==> config.mk <==
export PLATFORM = sky130hd
export DESIGN_NAME = pulse1_regs
export DESIGN_NICKNAME = d
export VERILOG_FILES = /design/src/rtl/gb_apu_pkg.sv /design/src/rtl/pulse1_regs.sv
export SDC_FILE = /design/constraint.sdc
export NUM_CORES = 1
export LEC_CHECK = 0
export CAP_MARGIN = 40
export CORE_ASPECT_RATIO = 1.5
export CORE_MARGIN = 2
export CORE_UTILIZATION = 40
export CTS_CLUSTER_SIZE = 30
export DETAILED_ROUTE_END_ITERATION = 6
export GPL_ROUTABILITY_DRIVEN = 0
export PLACE_DENSITY = 0.76
export SYNTH_ARGS = -nofsm -noshare
export SYNTH_HDL_FRONTEND = slang
export SYNTH_SLANG_ARGS = --single-unit
==> constraint.sdc <==
create_clock -name clk -period 1.1 [get_ports clk]
set_input_delay 0.165 -clock clk [delete_from_list [all_inputs] [get_ports clk]]
set_output_delay 0.165 -clock clk [all_outputs]
set_load 0.01 [all_outputs]
==> src/rtl/gb_apu_pkg.sv <==
// Shared APU register-block definitions: NRx offsets, read-back OR masks and
// field bit positions used by the channel register front ends.
package gb_apu_pkg;

  typedef enum logic [2:0] {
    NR10 = 3'd0,
    NR11 = 3'd1,
    NR12 = 3'd2,
    NR13 = 3'd3,
    NR14 = 3'd4
  } nrx_e;

  localparam int unsigned NRX_COUNT = 5;

  // Bits that always read back as 1 (unused or write-only)
  localparam logic [7:0] NR10_RMASK     = 8'h80;
  localparam logic [7:0] NR11_RMASK     = 8'h3F;
  localparam logic [7:0] NR12_RMASK     = 8'h00;
  localparam logic [7:0] NR13_RMASK     = 8'hFF;
  localparam logic [7:0] NR14_RMASK     = 8'hBF;
  localparam logic [7:0] UNMAPPED_RDATA = 8'hFF;

  localparam int unsigned NR10_NEGATE_BIT  = 3;
  localparam int unsigned NR12_ENV_ADD_BIT = 3;
  localparam int unsigned NR14_TRIGGER_BIT = 7;
  localparam int unsigned NR14_LEN_EN_BIT  = 6;

endpackage

==> src/rtl/pulse1_regs.sv <==
// Channel-1 pulse register file (NR10-NR14): CPU byte access, field outputs,
// and one-cycle trigger / length-load strobes toward the pulse channel.
module pulse1_regs
  import gb_apu_pkg::*;
#(
  parameter logic [7:0] BASE_ADDR = 8'h10
) (
  input  logic        clk,
  input  logic        reset,
  input  logic        apu_enable,
  input  logic [7:0]  addr,
  input  logic        wr_en,
  input  logic        rd_en,
  input  logic [7:0]  wdata,
  output logic [7:0]  rdata,
  output logic        rvalid,
  output logic [2:0]  sweep_period,
  output logic        negate,
  output logic [2:0]  shift,
  output logic [1:0]  duty_cycle,
  output logic [5:0]  length_load,
  output logic        length_write,
  output logic [3:0]  starting_volume,
  output logic        env_add,
  output logic [2:0]  period,
  output logic        dac_enable,
  output logic [10:0] freq,
  output logic        length_enable,
  output logic        trigger
);

  logic [6:0] r_nr10;
  logic [7:0] r_nr11;
  logic [7:0] r_nr12;
  logic [7:0] r_nr13;
  logic       r_nr14_len_en;
  logic [2:0] r_nr14_freq_hi;
  logic       r_trigger;
  logic       r_length_write;
  logic [7:0] r_rdata;
  logic       r_rvalid;

  logic [7:0] w_off;
  logic       w_in_range;
  nrx_e       w_reg;
  logic       w_wr_acc;
  logic       w_rd_acc;
  logic [7:0] w_read_val;

  // Offset subtraction wraps, so addresses below BASE_ADDR land out of range
  assign w_off      = addr - BASE_ADDR;
  assign w_in_range = (w_off < 8'(NRX_COUNT));
  assign w_reg      = nrx_e'(w_off[2:0]);
  assign w_wr_acc   = wr_en & apu_enable & w_in_range;
  assign w_rd_acc   = rd_en & ~wr_en;

  always_comb begin
    w_read_val = UNMAPPED_RDATA;
    if (w_in_range) begin
      case (w_reg)
        NR10:    w_read_val = {1'b0, r_nr10} | NR10_RMASK;
        NR11:    w_read_val = r_nr11 | NR11_RMASK;
        NR12:    w_read_val = r_nr12 | NR12_RMASK;
        NR13:    w_read_val = NR13_RMASK;
        NR14:    w_read_val = {1'b0, r_nr14_len_en, 6'b0} | NR14_RMASK;
        default: w_read_val = UNMAPPED_RDATA;
      endcase
    end
  end

  always_ff @(posedge clk) begin
    if (reset) begin
      r_nr10         <= '0;
      r_nr11         <= '0;
      r_nr12         <= '0;
      r_nr13         <= '0;
      r_nr14_len_en  <= 1'b0;
      r_nr14_freq_hi <= '0;
      r_trigger      <= 1'b0;
      r_length_write <= 1'b0;
      r_rdata        <= '0;
      r_rvalid       <= 1'b0;
    end else begin
      r_trigger      <= w_wr_acc && (w_reg == NR14) && wdata[NR14_TRIGGER_BIT];
      r_length_write <= w_wr_acc && (w_reg == NR11);

      if (!apu_enable) begin
        r_nr10         <= '0;
        r_nr11         <= '0;
        r_nr12         <= '0;
        r_nr13         <= '0;
        r_nr14_len_en  <= 1'b0;
        r_nr14_freq_hi <= '0;
      end else if (w_wr_acc) begin
        case (w_reg)
          NR10: r_nr10 <= wdata[6:0];
          NR11: r_nr11 <= wdata;
          NR12: r_nr12 <= wdata;
          NR13: r_nr13 <= wdata;
          NR14: begin
            r_nr14_len_en  <= wdata[NR14_LEN_EN_BIT];
            r_nr14_freq_hi <= wdata[2:0];
          end
          default: ;
        endcase
      end

      r_rvalid <= w_rd_acc;
      if (w_rd_acc) r_rdata <= w_read_val;
    end
  end

  assign rdata           = r_rdata;
  assign rvalid          = r_rvalid;
  assign sweep_period    = r_nr10[6:4];
  assign negate          = r_nr10[NR10_NEGATE_BIT];
  assign shift           = r_nr10[2:0];
  assign duty_cycle      = r_nr11[7:6];
  assign length_load     = r_nr11[5:0];
  assign length_write    = r_length_write;
  assign starting_volume = r_nr12[7:4];
  assign env_add         = r_nr12[NR12_ENV_ADD_BIT];
  assign period          = r_nr12[2:0];
  assign dac_enable      = |r_nr12[7:3];
  assign freq            = {r_nr14_freq_hi, r_nr13};
  assign length_enable   = r_nr14_len_en;
  assign trigger         = r_trigger;

endmodule

Word-level counts from Yosys, hierarchy flattened
Cells that the tools add are included.

cells by class
  add/sub/neg operators = 1
  order comparisons = 1
  equality and inequality tests = 4
  muxes and demuxes = 2
  bitwise operators = 5
  reductions and logical operators = 11

operators with widths
  kind                 number
  $pmux 8 s4           1
  $reduce_and 2->1     5
  $lt 8x3->1 const B   1
  $mux 8               1
  $sub 8x5->8 const B  1
  $eq 3x2->1 const B   2
  $reduce_or 5->1      1
  $and 1x1->1          3
  $eq 3x1->1 const B   1
  $eq 3x3->1 const B   1
  $logic_and 1x1->1    3
  $logic_not 3->1      1
  $not 1->1            2
  $reduce_or 2->1      1

storage, ports and cells
  register bits after elaboration = 46
  bits of input ports = 21
  output and inout port bits = 47
  logic and storage cells = 34

Longest topological paths before layout
Gate-level depths: netlist of the first run.

  depth after elaboration = 5
  depth in mapped cells = 6
  gate-level depth less buffers = 4

Worst setup path after synthesis of the first run
No wires, ideal clock.

  path type = in2reg
  start point = in addr[0]
  end point = reg r_nr14_len_en (netlist: length_enable)
  library setup time = 128 ps
  data arrival time = 1090 ps
  data required time = 972 ps
  path slack = -118 ps
  stages = 5
  path buffers = 1
  cells stage by stage = buf_2 > nor4bb_1 > nand4_1 > mux2i_1 > nor2_1

between the ends
  longest elaborated chain between the ends = 4
  elaborated cells between the ends (all ways) = 5
  those cells by class = 1 x add/sub; 1 x order compare; 1 x eq/ne; 1 x bitwise; 1 x reduce/logical

ends and longest elaborated chain
  element                         line                RTL
  start: declaration              pulse1_regs.sv:11   input logic [7:0] addr,
  $sub 8x5->8 (*)                 pulse1_regs.sv:51   assign w_off = addr - BASE_ADDR;
  $lt 8x3->1                      pulse1_regs.sv:52   assign w_in_range = (w_off < 8'(NRX_COUNT));
  $and 1x1->1                     pulse1_regs.sv:54   assign w_wr_acc = wr_en & apu_enable & w_in_range;
  $reduce_and 2->1 (no line) (*)  n/a
  end signal: assignment          pulse1_regs.sv:101  r_nr14_len_en <= wdata[NR14_LEN_EN_BIT];
  end: declaration                pulse1_regs.sv:36   logic r_nr14_len_en;

Mark *: on every way between the ends. The rest lies on a longest branch, timed or not.
A chain may end at the register's enable or synchronous reset.

Worst setup path in the final report of the first run
  start point = reg r_nr12[6]
  end point = out dac_enable

between the ends
  longest elaborated chain between the ends = 1

ends and longest elaborated chain
  element                   line                RTL
  start: declaration        pulse1_regs.sv:34   logic [7:0] r_nr12;
  start signal: assignment  pulse1_regs.sv:98   NR12: r_nr12 <= wdata;
  $reduce_or 5->1           pulse1_regs.sv:124  assign dac_enable = |r_nr12[7:3];
  end: declaration          pulse1_regs.sv:26   output logic dac_enable,

No other way between the ends.

==> summary.md, run 1 <==
| Metric | Value |
|---|---|
| Tcrit/Tclk final | 1.205 |
| Data arrival, critical path | 1.16 ns |
| Cell Pwr Density | approximately 1100 mW/mm^2 |
| Fmax | ~750 MHz |
| Yosys warning count | 0 |
| Worst Hold Class | primary input to flip-flop |
| Dpl cell area | ~0.0028 mm^2 |
| CTS tree | yes |
| Adder-Cell Fraction of Synth Area | 0 |
| Detailed Route WL | just under 5000 um |
| Met2 Use GR | 0.3132 |
| Vias in the first global route | approximately 1.5k |
| Worst Setup End Kind | output port |
| Worst Path Required | between 0.9 and 1 ns |
| Rows | 30 |
| Clock root cell | clkbuf_8 |
| TritonRoute pass-1 iters | 4 |
| Chip height | about 90 um |
| Hold_ws | ~0.36 ns |
| Synth Area in Compound Gates | 0.04950 |
| Grt ovf | 0 |
| Clock Skew | around 0.008 ns |
| Critical path class | flip-flop to output port |
| Worst Min Path Start | addr[3] |
| Mapped Area | between 0.0015 and 0.002 mm^2 |
| Number of fill cells in the layout | 389 |
| ANT nets after route | 0 |
| Post-route DRC violation count | 0 |
| Largest net degree at the start of global routing | 36 |
| Fraction of layout cells with a size suffix above 1 | 0.2929 |
| Fin nets | 300 |
| Max VDD drop | ~1200 uV |
| Slew Limit Fails | 0 |
| DIE AREA | roughly 0.0053 mm^2 |
| Skew-Pair Late Insertion Delay | around 0.30 ns |
| Final hold violation count | 0 |
| Hold Path Stages | 5 |
| Post-Syn Instances | 182 |
| Leak | ~1.5 nW |
| Clock sink total | 46 |
| Worst Hold Path EP | trigger |
| R2R Setup Slk | -0.02 ns |
| Area Overhead vs Synth | 56.32% |
| FF/Latch Area | about 930 um^2 |
| Setup TNS Final | -0.2499 ns |
| Via count | 1680 |
| Total core area | approximately 0.0045 mm^2 |
| Crit path from | r_nr12[6] |
| Met3 Track Usage GR | 0.03988 |
| Routed wire per std cell | 15.06 um |
| HPWL Detailed | about 3600 um |
| Worst-path maximum fanout | 2 |
| Multi-input gate area | 942.2 um^2 |
| Post-synthesis simple-gate area fraction | 0.2027 |
| Max-cap viol count | 0 |
| RR Startpoint | r_nr12[6] |
| Worst-Margin Slew | 0.2782 ns |
| Initial DRC Count | 38 |
| Diode count | 0 |
| Max-slew headroom | 0.8131 |
| First-pass GRT wire length | roughly 7400 um |
| GRT Max-Usage Layer | met2 |
| Grt met1 use | 0.2332 |
| Design area | 0.002924 mm^2 |
| Failing checks | setup timing |
| Synth cell types | 31 |
| Setup-failing EPs final | 2 |
| Clock-pin slew on the worst setup and hold paths | roughly 0.08 ns |
| Startpoint type of the worst setup path | flip-flop |
| Vias/cell | slightly above 5 |
| RSZ-0062 raised after global routing | yes |
| Final WS setup | -0.2260 ns |
| Synth Register Bits | between 40 and 50 |
| Worst flop-to-flop path endpoint | rdata[6] |
| IO Pins | 68 |
| CTS Buffer Depth | 2 |
| Main combinational cell family by area after synthesis | multiplexers |
| Overall die width | ~60 um |
| Worst reg2reg path depth | 4 |
| Synth Area in XOR/XNOR | 0 |
| Initial Util | 0.4153 |
| Sequential area share after synthesis | 0.4923 |
| Post-CTS Hold Fix Bufs | 0 |
| Tot GR Track Use | 0.1878 |
| PortBufs | 67 |
| Outcome | finished, violations left |
| Initial antenna violation count | 0 |
| Fraction of synthesized area in multiplexers | 0.2194 |
| Syn Area/Cell | between 10 and 15 um^2 |
| H-tree levels | 2 |
| TritonCTS Buffers | 5 |
| Post-Syn Nets | 203 |
| Post-route minimum period | 1.326 ns |
## per-layer routing
metal  vias up  routed length [um]  share of wire
met4         0                  77          0.016
met3         7                 194          0.039
met5         -                   0              0
met1       800                2048           0.41
li1        829                   -              -
met2        44                2619           0.53
## critical path: stages, from the launching register on
cell and delay [ns]:
dfxtp_2 0.34, nor4_4 0.28, nand2_1 0.10, buf_2 0.15
## cells in the final DEF (no fill, tap or decap), drive strengths merged, types with 7 or more instances in the layout
master and count:
clkbuf 15, dlygate4sd2 15, clkdlybuf4s50 10, clkdlybuf4s15 24, nor2 48, mux2i 41, dfxtp 46, buf 44
a311oi 7
## power by group
part | switching [mW] | leakage, nW | internal (mW)
clock | 0.552 | 0.0524 | 0.680
combinational | 0.157 | 1.07 | 0.172
sequential | 0.00916 | 0.378 | 1.68
total | 0.718 | 1.50 | 2.54
## stage by stage
stage                     setup WS [ns]  instances    util  power (mW)
final                           -0.2260        328  0.6492       3.255
after detailed placement        -0.6995        317  0.6194       2.059
after global placement          -0.6748        317  0.6194       2.055
after floorplan                -0.07002        182       -       1.863
after global routing            -0.3001        328  0.6492       3.356
after CTS                       -0.2491        326  0.6356       3.252
## worst max path at each step
stage / end / cells past startpoint
after CTS: dac_enable / 3
after detailed placement: r_nr13[2] / 6
after global routing: dac_enable / 3
after global placement: r_nr13[1] / 6
final: dac_enable / 3
after floorplan: length_enable / 5
## logic make-up after synthesis
family          count (synthesis)
buf+inv                        14
simple gates                   70
mux                            41
flops                          46
compound gates                 11
## final cells by class
type	count	area share
well taps	48	0.02054
clock buffers	7	0.02610
flip-flops and latches	46	0.3192
inverters	3	0.003851
repair buffers	101	0.2978
multi-input cells	122	0.3222
clock inverters	1	0.01027
## cells in the mapped netlist
master	instances	area share
nor4bb_1	1	0.0054
nand2_1	2	0.0040
nor2b_1	2	0.0067
nor3_1	1	0.0027
nor4_1	1	0.0033
nor4b_1	2	0.0094
nand2b_1	1	0.0033
a311o_1	1	0.0054
buf_6	1	0.0060
nand4_2	1	0.0067
dfxtp_1	46	0.49
nand4_1	1	0.0033
buf_1	1	0.0020
inv_1	3	0.0060
clkbuf_1	5	0.010
a311oi_1	7	0.033
and3_1	1	0.0033
buf_4	1	0.0040
nor3_2	1	0.0054
a31oi_1	1	0.0033
nor4_4	1	0.011
and4b_1	1	0.0054
mux2i_1	41	0.22
nor3b_2	1	0.0067
a211oi_1	2	0.0080
buf_2	3	0.0080
nor3b_1	2	0.0080
nand4_4	1	0.011
nand3_2	1	0.0054
nor2_1	48	0.096
nand4b_1	1	0.0047
## timing repair
| action | in CTS | in global routing |
|---|---|---|
| setup buffers | 1 | 1 |
| gates cloned | 0 | 1 |
| setup endpoints to repair | 92 | 66 |
| endpoints found under the hold margin | 0 | 0 |
| pin swaps | 8 | 13 |
| gates resized for setup | 108 | 54 |
## registers in the layout (all words and copies together), names as in the netlist
register,cells
length_enable,1
rvalid,1
length_write,1
r_nr12,8
r_nr14_freq_hi,3
rdata,8
r_nr13,8
r_nr11,8
r_nr10,7
trigger,1
Note: power is estimated with default switching activity, not from simulation.
==> inputs of run 2 (changes only) <==
--- a/config.mk
+++ b/config.mk
@@ -5,7 +5,6 @@
 export SDC_FILE = /design/constraint.sdc
 export NUM_CORES = 1
 export LEC_CHECK = 0
-export CAP_MARGIN = 40
 export CORE_ASPECT_RATIO = 1.5
 export CORE_MARGIN = 2
 export CORE_UTILIZATION = 40
@@ -13,6 +12,7 @@
 export DETAILED_ROUTE_END_ITERATION = 6
 export GPL_ROUTABILITY_DRIVEN = 0
 export PLACE_DENSITY = 0.76
+export SKIP_CTS_REPAIR_TIMING = 1
 export SYNTH_ARGS = -nofsm -noshare
 export SYNTH_HDL_FRONTEND = slang
 export SYNTH_SLANG_ARGS = --single-unit
==> summary.md, run 2 (synthesis gave the netlist of run 1 again) <==
| Metric | Value |
|---|---|
| CTS Buffer Depth | 2 (unchanged) |
| Rows | 30 (unchanged) |
| Initial Util | 0.4153 (unchanged) |
| Worst Min Path Start | addr[2] |
| Number of fill cells in the layout | 350 (-10%) |
| Worst-path maximum fanout | 2 (unchanged) |
| Post-route DRC violation count | 0 (unchanged) |
| Detailed Route WL | 5154 um (+4.3%) |
| Startpoint type of the worst setup path | flip-flop |
| Worst path cell trace | nor4_4 > nand2_1 > clkbuf_2 |
| Worst Hold Class | primary input to flip-flop |
| Worst reg2reg path depth | 4 (unchanged) |
| Clock sink total | 46 (unchanged) |
| Tot GR Track Use | 0.1845 (-0.003263) |
| Worst-Margin Slew | 0.2838 ns (+0.005552 ns) |
| Final WS setup | -0.2127 ns (+0.01328 ns) |
| Data arrival, critical path | 1.15 ns (about the same) |
| Outcome | finished, violations left |
| Commonest cells after routing, fill and taps aside | 47 x nor2_1, 47 x dlymetal6s2s_1, 41 x mux2i_1 |
| Clock Skew | 0.008621 ns (+0.0003755 ns) |
| Skew-Pair Late Insertion Delay | 0.30 ns (about the same) |
| Fin nets | 300 (unchanged) |
| Multi-input gate area | 938.4 um^2 (-0.40%) |
| Worst Hold Path EP | rdata[6] |
| RR Startpoint | r_nr12[6] |
| Overall die width | 59.84 um (unchanged) |
| Vias/cell | 5.171 (+0.95%) |
| Clock root cell | clkbuf_8 |
| FF/Latch Area | 932.1 um^2 (-0.13%) |
| Max incr delay on CP | 0.34 ns (about the same) |
| Largest net degree at the start of global routing | 36 (unchanged) |
| Total core area | 0.004504 mm^2 (unchanged) |
| TritonCTS Buffers | 5 (unchanged) |
| DIE AREA | 0.005251 mm^2 (unchanged) |
| Fmax | 761.8 MHz (+1.0%) |
| Clock-pin slew on the worst setup and hold paths | 0.08 ns (about the same) |
| Initial antenna violation count | 0 (unchanged) |
| H-tree levels | 2 (unchanged) |
| Worst flop-to-flop path endpoint | rdata[6] |
| Via count | 1696 (+0.95%) |
| Grt ovf | 0 (unchanged) |
| Max-slew headroom | 0.8094 (-0.003729) |
| Cells after DPL | 317 (unchanged) |
| Routed wire per std cell | 15.71 um (+4.3%) |
| Diode count | 0 (unchanged) |
| Critical path class | flip-flop to output port |
| Area Overhead vs Synth | 64.62% |
| Final hold violation count | 0 (unchanged) |
| HPWL Detailed | 3554 um (unchanged) |
| Tcrit/Tclk final | 1.193 (-0.01208) |
| Leak | 2.176 nW (+45%) |
| IO Pins | 68 (unchanged) |
| Cell Pwr Density | 1059 mW/mm^2 (-4.8%) |
| Initial DRC Count | 14 (-63%) |
| Worst Path Required | 0.94 ns (about the same) |
| First-pass GRT wire length | 7265 um (-1.9%) |
| ANT nets after route | 0 (unchanged) |
| Failing checks | setup timing |
| CTS tree | yes |
| Slew Limit Fails | 0 (unchanged) |
| PortBufs | 67 (unchanged) |
| Max VDD drop | 1188 uV (+0.20%) |
| CP max stage cell | dfxtp_2 |
| TritonRoute pass-1 iters | 4 (unchanged) |
| Final core occ | 0.6836 (+0.03444) |
| Final cell count without fillers | 328 (unchanged) |
| Setup-failing EPs final | 2 (unchanged) |
| Fraction of layout cells with a size suffix above 1 | 0.2464 (-0.04643) |
| RSZ-0062 raised after global routing | yes |
| Hold Path Stages | 5 (unchanged) |
| Worst Setup End Kind | output port |
| R2R Setup Slk | -0.02 ns (about the same) |
| Vias in the first global route | 1519 (-1.0%) |
| Max-cap viol count | 0 (unchanged) |
| Post-route minimum period | 1.313 ns (-0.01328 ns) |
| Chip height | 87.76 um (unchanged) |
run 2: changes by cell type in the layout (fill, tap and decap cells not counted), moves of 2 or more:
cell	before	now
dfxtp_2	10	6
clkdlybuf4s15_1	22	0
dlymetal6s2s_1	0	47
dfxtp_1	36	39
dlygate4sd2_1	15	0
buf_2	8	2
clkdlybuf4s15_2	2	0
run 2: power by group:
| part | switching, mW | internal [mW] | leakage [nW] | total [mW] |
|---|---|---|---|---|
| registers | 0.00866 | 1.68 | 0.376 | 1.69 |
| clock network | 0.551 | 0.680 | 0.0524 | 1.23 |
| logic | 0.161 | 0.179 | 1.75 | 0.339 |
| total | 0.720 | 2.54 | 2.18 | 3.26 |
run 2: cell type report:
| cell class | instances | share of cell area |
|---|---|---|
| inverter | 3 | 0.003657 |
| clock inverter | 1 | 0.009752 |
| clock buffer | 7 | 0.02479 |
| sequential | 46 | 0.3027 |
| tap | 48 | 0.01950 |
| multi-input combinational | 122 | 0.3048 |
| timing repair buffer | 101 | 0.3348 |
run 2: layer usage:
| metal | GRT usage | vias up | wire [um] |
|---|---|---|---|
| met5 | 0 | - | 0 |
| met4 | 0.07071 | 0 | 57 |
| met3 | 0.03988 | 5 | 177 |
| met2 | 0.3073 | 41 | 2735 |
| met1 | 0.2287 | 822 | 2182 |
| li1 | - | 828 | - |
run 2: how the worst max path moves through the flow:
stage,from,end,cells after the start
2_1_floorplan,addr[0],length_enable,5
3_3_place_gp,addr[5],r_nr13[1],6
3_5_place_dp,addr[5],r_nr13[2],6
4_1_cts,r_nr12[3],dac_enable,3
5_1_grt,r_nr12[3],dac_enable,3
6_report,r_nr12[3],dac_enable,3
run 2: critical path, delay by kind of cell, from the launching register on:
kind                   cells  cell delay (ns)
AND/OR/NAND/NOR            2             0.37
flip-flops                 1             0.34
buffers and inverters      1             0.14
run 2: metrics by stage:
stage / instance area, um^2 / total power [mW] / worst slack (ns) / hold WS [ns] / TNS, ns
3_5_place_dp: 2790 / 2.059 / -0.6995 / 0.4894 / -26.46
3_3_place_gp: 2790 / 2.055 / -0.6748 / 0.4781 / -25.18
4_1_cts: 2897 / 3.272 / -0.6420 / 0.5014 / -24.62
2_1_floorplan: 1884 / 1.863 / -0.07002 / 0.2366 / -1.016
6_report: 3079 / 3.261 / -0.2127 / 0.3844 / -0.2287
5_1_grt: 3079 / 3.360 / -0.2995 / 0.4188 / -0.4549
